File: src/rtl/uart_tx_param.sv
// Parametrised UART transmitter: configurable word width, run-time parity and stop bits, valid/ready input.
// Define UART_TX_FIFO_EN to buffer words in a FIFO_DEPTH-entry FIFO instead of a single holding register.
module uart_tx_param #(
  parameter int CLK_FREQ_HZ = 100000000,
  parameter int BAUDRATE    = 9600,
  parameter int DATA_BITS   = 8,
  parameter int FIFO_DEPTH  = 16
) (
  input  logic                          clk,
  input  logic                          rst,
  input  logic                          s_valid,
  input  logic [DATA_BITS-1:0]          s_data,
  output logic                          s_ready,
  input  logic                          pen,
  input  logic                          peven,
  input  logic                          stop2,
  output logic                          tx,
  output logic                          busy,
  output logic [$clog2(FIFO_DEPTH):0]   level
);

  localparam int BIT_CYC = (CLK_FREQ_HZ + BAUDRATE / 2) / BAUDRATE;
  localparam int CNT_W   = $clog2(2 * BIT_CYC);
  localparam int BIT_W   = $clog2(DATA_BITS + 1);
  localparam int LVL_W   = $clog2(FIFO_DEPTH) + 1;

  localparam logic [CNT_W-1:0] BIT_LAST   = CNT_W'(BIT_CYC - 1);
  localparam logic [CNT_W-1:0] STOP2_LAST = CNT_W'(2 * BIT_CYC - 1);
  localparam logic [BIT_W-1:0] DATA_LAST  = BIT_W'(DATA_BITS - 1);

  generate
    if (DATA_BITS < 5 || DATA_BITS > 9) begin : g_bad_width
      $error("uart_tx_param: DATA_BITS must be within 5..9");
    end
    if (BIT_CYC < 2) begin : g_bad_baud
      $error("uart_tx_param: CLK_FREQ_HZ/BAUDRATE must round to at least 2");
    end
  endgenerate

  typedef enum logic [2:0] {
    ST_IDLE,
    ST_START,
    ST_DATA,
    ST_PARITY,
    ST_STOP
  } state_t;

  logic                 push;
  logic                 pop;
  logic                 avail;
  logic [LVL_W-1:0]     level_reg;
  logic [DATA_BITS-1:0] rd_data_reg;

  assign push  = s_valid && s_ready;
  assign avail = (level_reg != '0);
  assign level = level_reg;

`ifdef UART_TX_FIFO_EN
  localparam int PTR_W = $clog2(FIFO_DEPTH);

  logic [DATA_BITS-1:0] mem [FIFO_DEPTH];
  logic [PTR_W-1:0]     wr_ptr_reg;
  logic [PTR_W-1:0]     rd_ptr_reg;

  // Storage array carries no reset so it maps onto block RAM.
  always_ff @(posedge clk) begin
    if (push) begin
      mem[wr_ptr_reg] <= s_data;
    end
  end

  always_ff @(posedge clk) begin
    if (pop) begin
      rd_data_reg <= mem[rd_ptr_reg];
    end
  end

  always_ff @(posedge clk) begin
    if (!rst) begin
      wr_ptr_reg <= '0;
      rd_ptr_reg <= '0;
      level_reg  <= '0;
    end else begin
      if (push) begin
        wr_ptr_reg <= wr_ptr_reg + 1'b1;
      end
      if (pop) begin
        rd_ptr_reg <= rd_ptr_reg + 1'b1;
      end
      case ({push, pop})
        2'b10:   level_reg <= level_reg + 1'b1;
        2'b01:   level_reg <= level_reg - 1'b1;
        default: level_reg <= level_reg;
      endcase
    end
  end

  assign s_ready = rst && (level_reg < LVL_W'(FIFO_DEPTH));
`else
  logic [DATA_BITS-1:0] hold_reg;

  always_ff @(posedge clk) begin
    if (push) begin
      hold_reg <= s_data;
    end
    if (pop) begin
      rd_data_reg <= hold_reg;
    end
  end

  // Push only happens while empty and pop only while full, so they never coincide.
  always_ff @(posedge clk) begin
    if (!rst) begin
      level_reg <= '0;
    end else if (push) begin
      level_reg <= LVL_W'(1);
    end else if (pop) begin
      level_reg <= '0;
    end
  end

  assign s_ready = rst && (level_reg == '0);
`endif

  state_t               state_reg,  state_next;
  logic [CNT_W-1:0]     cnt_reg,    cnt_next;
  logic [BIT_W-1:0]     bit_reg,    bit_next;
  logic [DATA_BITS-1:0] shift_reg,  shift_next;
  logic                 parity_reg, parity_next;
  logic                 pen_reg,    pen_next;
  logic                 peven_reg,  peven_next;
  logic                 stop2_reg,  stop2_next;
  logic                 tx_reg,     tx_next;

  always_ff @(posedge clk) begin
    if (!rst) begin
      state_reg  <= ST_IDLE;
      cnt_reg    <= '0;
      bit_reg    <= '0;
      shift_reg  <= '0;
      parity_reg <= 1'b0;
      pen_reg    <= 1'b0;
      peven_reg  <= 1'b0;
      stop2_reg  <= 1'b0;
      tx_reg     <= 1'b1;
    end else begin
      state_reg  <= state_next;
      cnt_reg    <= cnt_next;
      bit_reg    <= bit_next;
      shift_reg  <= shift_next;
      parity_reg <= parity_next;
      pen_reg    <= pen_next;
      peven_reg  <= peven_next;
      stop2_reg  <= stop2_next;
      tx_reg     <= tx_next;
    end
  end

  // tx_next is the line value for the cycle that follows the current edge.
  always_comb begin
    state_next  = state_reg;
    cnt_next    = cnt_reg + 1'b1;
    bit_next    = bit_reg;
    shift_next  = shift_reg;
    parity_next = parity_reg;
    pen_next    = pen_reg;
    peven_next  = peven_reg;
    stop2_next  = stop2_reg;
    tx_next     = tx_reg;
    pop         = 1'b0;

    case (state_reg)
      ST_IDLE: begin
        cnt_next = '0;
        tx_next  = 1'b1;
        if (avail) begin
          state_next = ST_START;
          pop        = 1'b1;
          pen_next   = pen;
          peven_next = peven;
          stop2_next = stop2;
          tx_next    = 1'b0;
        end
      end

      ST_START: begin
        // The word popped at frame start lands in rd_data_reg one cycle later.
        if (cnt_reg == '0) begin
          shift_next  = rd_data_reg;
          parity_next = (^rd_data_reg) ^ !peven_reg;
        end
        if (cnt_reg == BIT_LAST) begin
          state_next = ST_DATA;
          cnt_next   = '0;
          bit_next   = '0;
          tx_next    = shift_reg[0];
        end
      end

      ST_DATA: begin
        if (cnt_reg == BIT_LAST) begin
          cnt_next = '0;
          if (bit_reg == DATA_LAST) begin
            if (pen_reg) begin
              state_next = ST_PARITY;
              tx_next    = parity_reg;
            end else begin
              state_next = ST_STOP;
              tx_next    = 1'b1;
            end
          end else begin
            bit_next   = bit_reg + 1'b1;
            shift_next = shift_reg >> 1;
            tx_next    = shift_reg[1];
          end
        end
      end

      ST_PARITY: begin
        if (cnt_reg == BIT_LAST) begin
          state_next = ST_STOP;
          cnt_next   = '0;
          tx_next    = 1'b1;
        end
      end

      ST_STOP: begin
        if (cnt_reg == (stop2_reg ? STOP2_LAST : BIT_LAST)) begin
          cnt_next = '0;
          if (avail) begin
            state_next = ST_START;
            pop        = 1'b1;
            pen_next   = pen;
            peven_next = peven;
            stop2_next = stop2;
            tx_next    = 1'b0;
          end else begin
            state_next = ST_IDLE;
            tx_next    = 1'b1;
          end
        end
      end

      default: begin
        state_next = ST_IDLE;
        cnt_next   = '0;
        tx_next    = 1'b1;
      end
    endcase
  end

  assign tx   = tx_reg;
  assign busy = (state_reg != ST_IDLE) || avail;

endmodule

File: config.mk
export PLATFORM = sky130hd
export DESIGN_NAME = uart_tx_param
export DESIGN_NICKNAME = d
export VERILOG_FILES = /design/src/rtl/uart_tx_param.sv
export SDC_FILE = /design/constraint.sdc
export NUM_CORES = 1
export LEC_CHECK = 0
export ABC_AREA = 0
export BUFFER_PORTS_ARGS = -buffer_cell sky130_fd_sc_hd__clkbuf_2
export CAP_MARGIN = 25
export CORE_AREA = 3 3 69 71
export CTS_BUF_LIST = sky130_fd_sc_hd__clkbuf_16
export DETAILED_ROUTE_END_ITERATION = 16
export DIE_AREA = 0 0 72 74
export GPL_ROUTABILITY_DRIVEN = 0
export HOLD_SLACK_MARGIN = 0.06
export PLACE_DENSITY = 0.83
export REMOVE_ABC_BUFFERS = 1
export SYNTH_ARGS = -nofsm -noshare
export SYNTH_HDL_FRONTEND = slang
export SYNTH_SLANG_ARGS = --single-unit
export TNS_END_PERCENT = 20
File: constraint.sdc
create_clock -name clk -period 5.6 [get_ports clk]
set_clock_uncertainty 0.1 [all_clocks]
set_input_delay 0.84 -clock clk [delete_from_list [all_inputs] [get_ports clk]]
set_output_delay 0.84 -clock clk [all_outputs]
set_load 0.005 [all_outputs]
==> results.json, run 1 <==
{
  "crit_buf_inv": 0,
  "final_cells": 311,
  "critPathRequiredTime_ns": 5.69,
  "relSlewSlack": 0.380,
  "avgSynthCellArea_um2": 10.5,
  "p_comb_frac": 0.080,
  "slew_violations": 0,
  "wl_per_cell_um": 15.4,
  "clk_pin_slew_ns": 0.07,
  "post-dp-hpwl_mm": 3.31,
  "hold_violations": 0,
  "synth-edff-count": 16,
  "yosysTopAreaCell": "dfxtp_1",
  "die_h_um": 74,
  "syn2layout_area_growth_pct": 8.04,
  "insertion_delay_ns": 0.29,
  "grt_overflow_total": 0,
  "grt_max_degree": 29,
  "ios": 22,
  "synth_flop_cell": "dfxtp_1",
  "place_ws_ns": 2.87,
  "num_vias": 1823,
  "regToRegSetupSlack_ns": 2.83,
  "post-synth-top-count-cell": "dfxtp_1",
  "h-tree-depth": 2,
  "drv_cap": 0,
  "worstSetupPathType": "reg2reg",
  "crit_fanout": 15,
  "io_buffers": 17,
  "ys_seq_area_frac": 0.465,
  "fp.dieW_um": 72,
  "yosysTopAreaCellShare": 0.279,
  "p_sw_w": 0.000187,
  "cpPeakStageDelay_ns": 0.83,
  "status": "completed",
  "first_iter_violations": 134,
  "rows": 24,
  "ant_nets": 0,
  "wl_mm": 4.79,
  "critPathLaunchType": "flip-flop",
  "ys_types": 56,
  "dp_cells": 303,
  "synth.area.top_cells": "dfxtp_1, edfxtp_1, mux2i_1",
  "power_w": 0.000792,
  "grt_use_total": 0.190,
  "seqPwrFrac": 0.526,
  "hold_buffers": 0,
  "crit_arrival_ns": 2.86,
  "crit_path_end_kind": "flip-flop",
  "critPathTopFamily": "simple AND/OR/NAND/NOR gates",
  "initial_utilization": 0.602,
  "synth_seq_cells": 52,
  "p_clk_frac": 0.394,
  "fin_tns_setup_ns": 0,
  "avgViaCountPerCell": 5.86,
  "fmax_mhz": 361,
  "crit_chain": "nor3b_2 -> nand2_1 -> o22ai_2 -> mux2i_1 -> nor2b_1",
  "largest_register_ffs": 15,
  "nets": 275,
  "ir_drop_v": 0.000259,
  "cts_buffers": 5,
  "cts-root-buf": "clkbuf_16",
  "tightest_slew_ns": 0.926,
  "die_area_mm2": 0.00533,
  "core-area_mm2": 0.00429,
  "hp-class": "reg2reg",
  "netlist_area_mm2": 0.00258,
  "synth_common_cells": "dfxtp_1, nand2_1, nor2_1",
  "grt_pass1_wl_mm": 7.73,
  "power_switching_share": 0.236,
  "cts_resized": 0,
  "finalCritPeriodShare": 0.494,
  "drive_gt1_frac": 0.143,
  "grt_pass1_vias": 1642,
  "clock_sinks": 52,
  "power.internal_w": 0.000605,
  "diodes": 0,
  "cts_buffer_depth": 2,
  "crit_slowest_cell": "nor3b_2",
  "drc": 0,
  "setup_violations": 0,
  "first_pass_iters": 4,
  "p_leak_nw": 1.08,
  "syn_inst": 247,
  "grt_setup_unrepaired": "no",
  "antenna_found_initial": 0,
  "cts_tree": "done",
  "setup_ws_ns": 2.83,
  "cts_setup_buffers": 0,
  "ys_warn_count": 0,
  "postSynth.asyncResetShare": 0,
  "min_period_ns": 2.77,
  "p_per_area_mw_per_mm2": 284
}
-- final cells by class --
class                   instances  area, µm²
clock inverters                 3       26.3
fillers                       344       1500
clock buffers                   5        125
repair buffers                 17       85.1
inverters                       6       22.5
multi-input cells             176       1270
well taps                      52       65.1
flip-flops and latches         52       1200
-- path summary, 6_finish.rpt --
path,depth (start not counted),end,start
worst max register to register,5,shift_reg[7],state_reg[1]
worst min-delay path,0,rd_data_reg[0],hold_reg[0]
worst min register to register,0,rd_data_reg[0],hold_reg[0]
worst max-delay path,5,shift_reg[7],state_reg[1]
-- worst register-to-register path: stages, from the launching register on --
cell	delay [ns]
dfxtp_1	0.59
nor3b_2	0.84
nand2_1	0.29
o22ai_2	0.53
mux2i_1	0.25
nor2b_1	0.07
-- cell families after synthesis --
logic type               count (synthesis)  synth area share
AO/OA/AOI/OAI                           40             0.120
XOR/XNOR                                20            0.0731
adder cells (fa/ha/maj)                  3            0.0145
buffers and inverters                   22            0.0494
flip-flops                              52             0.465
multiplexers                            12            0.0484
other                                    1           0.00145
AND/OR/NAND/NOR                         97             0.229
-- through the flow --
stage	hold slack, ns	cell area, µm²	util
after detailed placement	0.305	2640	0.615
after floorplan	0.300	2490	-
after global placement	0.301	2640	0.615
after CTS	0.322	2790	0.650
final	0.320	2790	0.650
after global routing	0.328	2790	0.650
-- placed cells by master (no fill, tap or decap), types with 3 or more instances in the layout --
cell and count:
a21boi_1 4, a21oi_1 7, and2_1 3, and3_1 5, clkbuf_16 5, clkbuf_2 17, conb_1 4, dfxtp_1 36
edfxtp_1 16, ha_1 3, inv_1 5, mux2i_1 11, nand2_1 23, nand2b_1 4, nand3_1 8, nand4_1 4
nor2_1 18, nor2b_1 6, nor3b_1 3, o211a_1 7, o21ai_1 5, or3_1 4, xnor2_1 7, xor2_1 12
-- layer usage --
metal	vias to the layer above	GRT usage	wire [µm]
met2	52	0.295	2190
met3	6	0.0500	253
li1	899	-	-
met4	0	0.0668	65
met1	866	0.259	2280
met5	-	0	0
-- power groups by stage --
| stage | logic (W) | clock network [W] | registers, W |
|---|---|---|---|
| 2_1_floorplan | 0.0000445 | 0 | 0.000421 |
| 3_3_place_gp | 0.0000602 | 0 | 0.000424 |
| 3_5_place_dp | 0.0000629 | 0 | 0.000425 |
| 4_1_cts | 0.0000633 | 0.000318 | 0.000417 |
| 5_1_grt | 0.0000691 | 0.000331 | 0.000419 |
| 6_report | 0.0000634 | 0.000312 | 0.000417 |
No activity file was read; power rests on OpenSTA's default activity.
==> run 2: changes to the inputs <==
CORE_AREA = 3 3 71 73   (was 3 3 69 71)
DIE_AREA = 0 0 74 76   (was 0 0 72 74)
PLACE_DENSITY = 0.79   (was 0.83)
clock period = 2.7 ns   (was 5.6 ns; I/O delays follow)
==> results.json, run 2 (synthesized netlist as in run 1, its figures left out) <==
{
  "grt_use_total": 0.177,
  "cts_buffers": 5,
  "crit_buf_inv": 0,
  "ant_nets": 0,
  "cts_buffer_depth": 2,
  "setup_violations": 0,
  "finalCritPeriodShare": 0.867,
  "crit_end": "shift_reg[7]",
  "io_buffers": 17,
  "p_leak_nw": 1.10,
  "ios": 22,
  "num_vias": 1816,
  "layout_commonest_cell": "dfxtp_1",
  "r2r-start": "state_reg[0]",
  "drc": 0,
  "grt_max_degree": 28,
  "core-area_mm2": 0.00441,
  "hp-class": "in2reg",
  "place_ws_ns": 0.382,
  "relSlewSlack": 0.602,
  "dp_cells": 306,
  "reg2reg_to": "shift_reg[7]",
  "crit_slowest_cell": "dfxtp_1",
  "antenna_found_initial": 0,
  "largest_register_ffs": 15,
  "critPathLaunchType": "flip-flop",
  "critPathTopFamily": "simple AND/OR/NAND/NOR gates",
  "p_per_area_mw_per_mm2": 588,
  "cpPeakStageDelay_ns": 0.62,
  "h-tree-depth": 2,
  "fmax_mhz": 427,
  "syn2layout_area_growth_pct": 9.01,
  "cts_tree": "done",
  "crit_arrival_ns": 2.43,
  "diodes": 0,
  "wl_mm": 4.63,
  "layout_common_cells": "dfxtp_1, nand2_1, nor2_1",
  "post-dp-hpwl_mm": 3.36,
  "p_clk_frac": 0.398,
  "power_switching_share": 0.237,
  "final_cells": 314,
  "grt_pass1_vias": 1706,
  "worstSetupPathType": "reg2reg",
  "tightest_slew_ns": 0.596,
  "setup_ws_ns": 0.359,
  "fp.dieW_um": 74,
  "avgViaCountPerCell": 5.78,
  "min_period_ns": 2.34,
  "reg2reg_depth": 5,
  "grt_overflow_total": 0,
  "status": "completed",
  "insertion_delay_ns": 0.29,
  "first_iter_violations": 84,
  "rows": 24,
  "cts_setup_buffers": 0,
  "final_area_mm2": 0.00282,
  "cts_resized": 0,
  "crit_path_end_kind": "flip-flop",
  "crit_fanout": 15,
  "drive_gt1_frac": 0.153,
  "crit_chain": "nor3b_2 -> nand4_1 -> o22ai_2 -> mux2i_1 -> nor2b_1",
  "power.internal_w": 0.00126,
  "hold_buffers": 0,
  "startpoint": "state_reg[0]",
  "p_comb_frac": 0.080,
  "path_depth": 5,
  "grt_pass1_wl_mm": 7.81,
  "seqPwrFrac": 0.522,
  "clock_sinks": 52,
  "grt_setup_unrepaired": "no",
  "nets": 278,
  "initial_utilization": 0.585,
  "critPathRequiredTime_ns": 2.79,
  "fin_tns_setup_ns": 0,
  "p_sw_w": 0.000393,
  "placed_cell_area_mm2": 0.00266,
  "cts-root-buf": "clkbuf_16",
  "die_h_um": 76,
  "fin_util": 0.638,
  "clk_pin_slew_ns": 0.07,
  "slew_violations": 0,
  "wl_per_cell_um": 14.7,
  "first_pass_iters": 4,
  "die_area_mm2": 0.00562,
  "hold_violations": 0,
  "drv_cap": 0,
  "regToRegSetupSlack_ns": 0.36,
  "ir_drop_v": 0.000489
}
==> run 2: changes by cell type in the layout (fill, tap and decap cells not counted), sizes merged <==
cell	change
buf	+3
inv	+1
clkinv	-1
==> run 2: worst min-delay path by stage <==
stage               cells past startpoint        endpoint  slack (ns)        start
detailed placement                      0  rd_data_reg[6]        0.31  hold_reg[6]
global placement                        0  rd_data_reg[4]        0.31  hold_reg[4]
finish                                  1     hold_reg[0]        0.18    s_data[0]
floorplan                               0  rd_data_reg[0]        0.30  hold_reg[0]
global route                            1     hold_reg[6]        0.18    s_data[6]
CTS                                     1     hold_reg[0]        0.18    s_data[0]
==> run 2: area by class of cell <==
| cell class | count | area [µm²] |
|---|---|---|
| sequential | 52 | 1200 |
| tap | 52 | 65.1 |
| inverter | 6 | 22.5 |
| multi-input combinational | 176 | 1270 |
| clock inverter | 3 | 28.8 |
| fill | 339 | 1600 |
| clock buffer | 5 | 125 |
| timing repair buffer | 20 | 108 |
==> run 2: metrics by stage <==
stage	power (W)	hold slack [ns]
5_1_grt	0.00171	0.176
4_1_cts	0.00167	0.177
3_3_place_gp	0.00101	0.305
2_1_floorplan	0.000966	0.300
6_report	0.00166	0.182
3_5_place_dp	0.00102	0.308
==> run 2: worst register-to-register path, cell delays in order (launching register included) <==
cell and delay (ns):
dfxtp_1 0.62, nor3b_2 0.43, nand4_1 0.21, o22ai_2 0.57
mux2i_1 0.25, nor2b_1 0.06
==> run 2: power by group through the flow <==
stage | Clock, W | Combinational [W] | Sequential, W
floorplan | 0 | 0.0000922 | 0.000874
finish | 0.000659 | 0.000132 | 0.000864
global route | 0.000698 | 0.000147 | 0.000868
detailed placement | 0 | 0.000133 | 0.000882
CTS | 0.000676 | 0.000134 | 0.000864
global placement | 0 | 0.000130 | 0.000880
==> run 2: layer usage <==
layer / vias up / track usage / wire length [µm]
li1: 899 / - / -
met1: 855 / 0.247 / 2240
met2: 50 / 0.262 / 2060
met3: 12 / 0.0383 / 230
met4: 0 / 0.0761 / 98
met5: - / 0 / 0
==> run 3: changes to the inputs <==
ABC_AREA = 1   (was 0)
ABC_CLOCK_PERIOD_IN_PS = 2700   (was default)
CORE_AREA = 3 3 73 75   (was 3 3 71 73)
DIE_AREA = 0 0 76 78   (was 0 0 74 76)
==> results.json, run 3 <==
{
  "ys_types": 38,
  "worstSetupPathType": "reg2reg",
  "diodes": 0,
  "relSlewSlack": 0.644,
  "muxShareOfSynthArea": 0,
  "holdPathEnd": "hold_reg[5]",
  "num_vias": 2160,
  "reg2reg_depth": 9,
  "synth_fa_ha_area_frac": 0.0136,
  "rows": 25,
  "regToRegSetupSlack_ns": 0.85,
  "hold_buffers": 0,
  "multi_input_area_mm2": 0.00132,
  "placed_cell_area_mm2": 0.00286,
  "yosysTopAreaCell": "dfxtp_1",
  "fmax_mhz": 540,
  "avgViaCountPerCell": 4.88,
  "grt_use_total": 0.182,
  "dp_cells": 435,
  "h-tree-depth": 2,
  "crit_slowest_cell": "dfxtp_1",
  "crit_path_end_kind": "flip-flop",
  "largest_register_ffs": 15,
  "crit_fanout": 8,
  "synth_compound_area_frac": 0.0455,
  "yosysTopAreaCellShare": 0.262,
  "synth_common_cells": "nand2_1, nor2_1, dfxtp_1",
  "ys_warn_count": 0,
  "hp-class": "in2reg",
  "min-delay-start": "s_data[5]",
  "slew_violations": 0,
  "antenna_found_initial": 0,
  "post-dp-hpwl_mm": 3.70,
  "reg2reg_to": "rd_data_reg[4]",
  "clock_sinks": 52,
  "syn_inst": 356,
  "nets": 392,
  "synth.area.top_cells": "dfxtp_1, edfxtp_1, nand2_1",
  "cts_resized": 0,
  "p_per_area_mw_per_mm2": 801,
  "wl_mm": 4.87,
  "ios": 22,
  "fp.dieW_um": 76,
  "fin_tns_setup_ns": 0,
  "min_period_ns": 1.85,
  "setup_violations": 0,
  "cts-root-buf": "clkbuf_16",
  "io_buffers": 17,
  "netlist_area_mm2": 0.00275,
  "status": "completed",
  "insertion_delay_ns": 0.29,
  "synth-edff-count": 16,
  "cts_buffers": 5,
  "tightest_slew_ns": 0.529,
  "first_iter_violations": 161,
  "synth_flop_cell": "dfxtp_1",
  "synth_seq_cells": 52,
  "r2r-start": "cnt_reg[4]",
  "drive_gt1_frac": 0.191,
  "ir_drop_v": 0.000437,
  "critPathLaunchType": "flip-flop",
  "synth-simple-area-share": 0.372,
  "die_h_um": 78,
  "p_leak_nw": 1.29,
  "ys_seq_area_frac": 0.437,
  "grt_max_degree": 19,
  "crit_arrival_ns": 1.72,
  "hold_violations": 0,
  "layout_common_cells": "nand2_1, nor2_1, dfxtp_1",
  "grt_overflow_total": 0,
  "drv_cap": 0,
  "cpPeakStageDelay_ns": 0.36,
  "final_cells": 443,
  "die_area_mm2": 0.00593,
  "final_area_mm2": 0.00301,
  "grt_setup_unrepaired": "no",
  "seq_area_mm2": 0.00120,
  "cts_tree": "done",
  "crit_chain": "nor2_1 -> nand2_1 -> nand2_1 -> nand2_1 -> nor2_2 -> nand2_2 -> nand2_1 -> nand2_1 -> inv_1",
  "layout_commonest_cell": "nand2_1",
  "post-synth-top-count-cell": "nand2_1",
  "synthXorXnorAreaFrac": 0.0446,
  "fill_cells": 403,
  "first_pass_iters": 4,
  "clk_pin_slew_ns": 0.07,
  "cts_buffer_depth": 2,
  "synth_top_family_by_area": "simple AND/OR/NAND/NOR gates",
  "grt_pass1_wl_mm": 8.87,
  "hold_ws_ns": 0.188,
  "avgSynthCellArea_um2": 7.73,
  "syn2layout_area_growth_pct": 9.51,
  "postSynth.asyncResetShare": 0,
  "finalCritPeriodShare": 0.686,
  "cpMostUsedCell": "nand2_1",
  "ant_nets": 0,
  "critPathRequiredTime_ns": 2.57,
  "initial_utilization": 0.582,
  "core-area_mm2": 0.00472,
  "grt_pass1_vias": 2043,
  "wl_per_cell_um": 11.0,
  "fin_util": 0.638,
  "drc": 0,
  "cts_setup_buffers": 0,
  "hold_path_depth": 1
}
run 3: cell types whose count changed in the layout (fill, tap and decap cells not counted), sizes merged, moves of 4 or more:
cell,delta
nor2,+56
nor2b,-6
or3,-4
and3,-5
o211a,-7
mux2i,-11
a21boi,-4
nand3,+22
nand2,+74
inv,+33
run 3: routing by layer:
metal  track usage  wire [µm]  vias up  part of all wire
li1              -          -     1148                 -
met1         0.256       2420      950              0.50
met2         0.287       2140       57              0.44
met3        0.0348        267        5             0.055
met4        0.0543         47        0            0.0096
met5             0          0        -                 0
run 3: logic make-up (layout without fill, tap and decap cells):
logic type | Yosys count | in the layout
AOI/OAI and AO/OA | 21 | 21
buffers and inverters | 51 | 68
DFF | 52 | 52
other | 1 | 4
and+or+nand+nor | 214 | 214
adders and majority gates | 3 | 3
xor gates and xnor gates | 14 | 14
run 3: stage by stage:
step                setup slack (ns)  total power, W
floorplan                       1.04         0.00162
global placement               0.922         0.00176
detailed placement             0.861         0.00179
CTS                            0.849         0.00242
global route                   0.611         0.00259
finish                         0.849         0.00241
run 3: report_power, final:
group          total (W)  leakage (nW)  internal (W)  switching (W)
Clock           0.000637        0.0708      0.000350       0.000287
Sequential       0.00105         0.441      0.000944       0.000103
Combinational   0.000728         0.779      0.000269       0.000459
run 3: how the worst max path moves through the flow:
| stage | slack, ns | endpoint | startpoint |
|---|---|---|---|
| floorplan | 1.04 | rd_data_reg[0] | cnt_reg[4] |
| global route | 0.61 | rd_data_reg[3] | cnt_reg[4] |
| global placement | 0.92 | rd_data_reg[5] | stop2_reg |
| detailed placement | 0.86 | rd_data_reg[5] | cnt_reg[4] |
| finish | 0.85 | rd_data_reg[4] | cnt_reg[4] |
| CTS | 0.85 | rd_data_reg[5] | cnt_reg[4] |
run 3: final cells by class:
cell class                 count  area share
tap                           67      0.0278
clock inverter                 3     0.00831
timing repair buffer          19      0.0332
inverter                      41      0.0511
multi-input combinational    256       0.439
clock buffer                   5      0.0415
sequential                    52       0.399
run 3: worst max-delay path, delay by kind of cell (launching register included):
family                 cells  cell delay, ns
AND/OR/NAND/NOR            8            0.86
buffers and inverters      1            0.23
flip-flops                 1            0.36
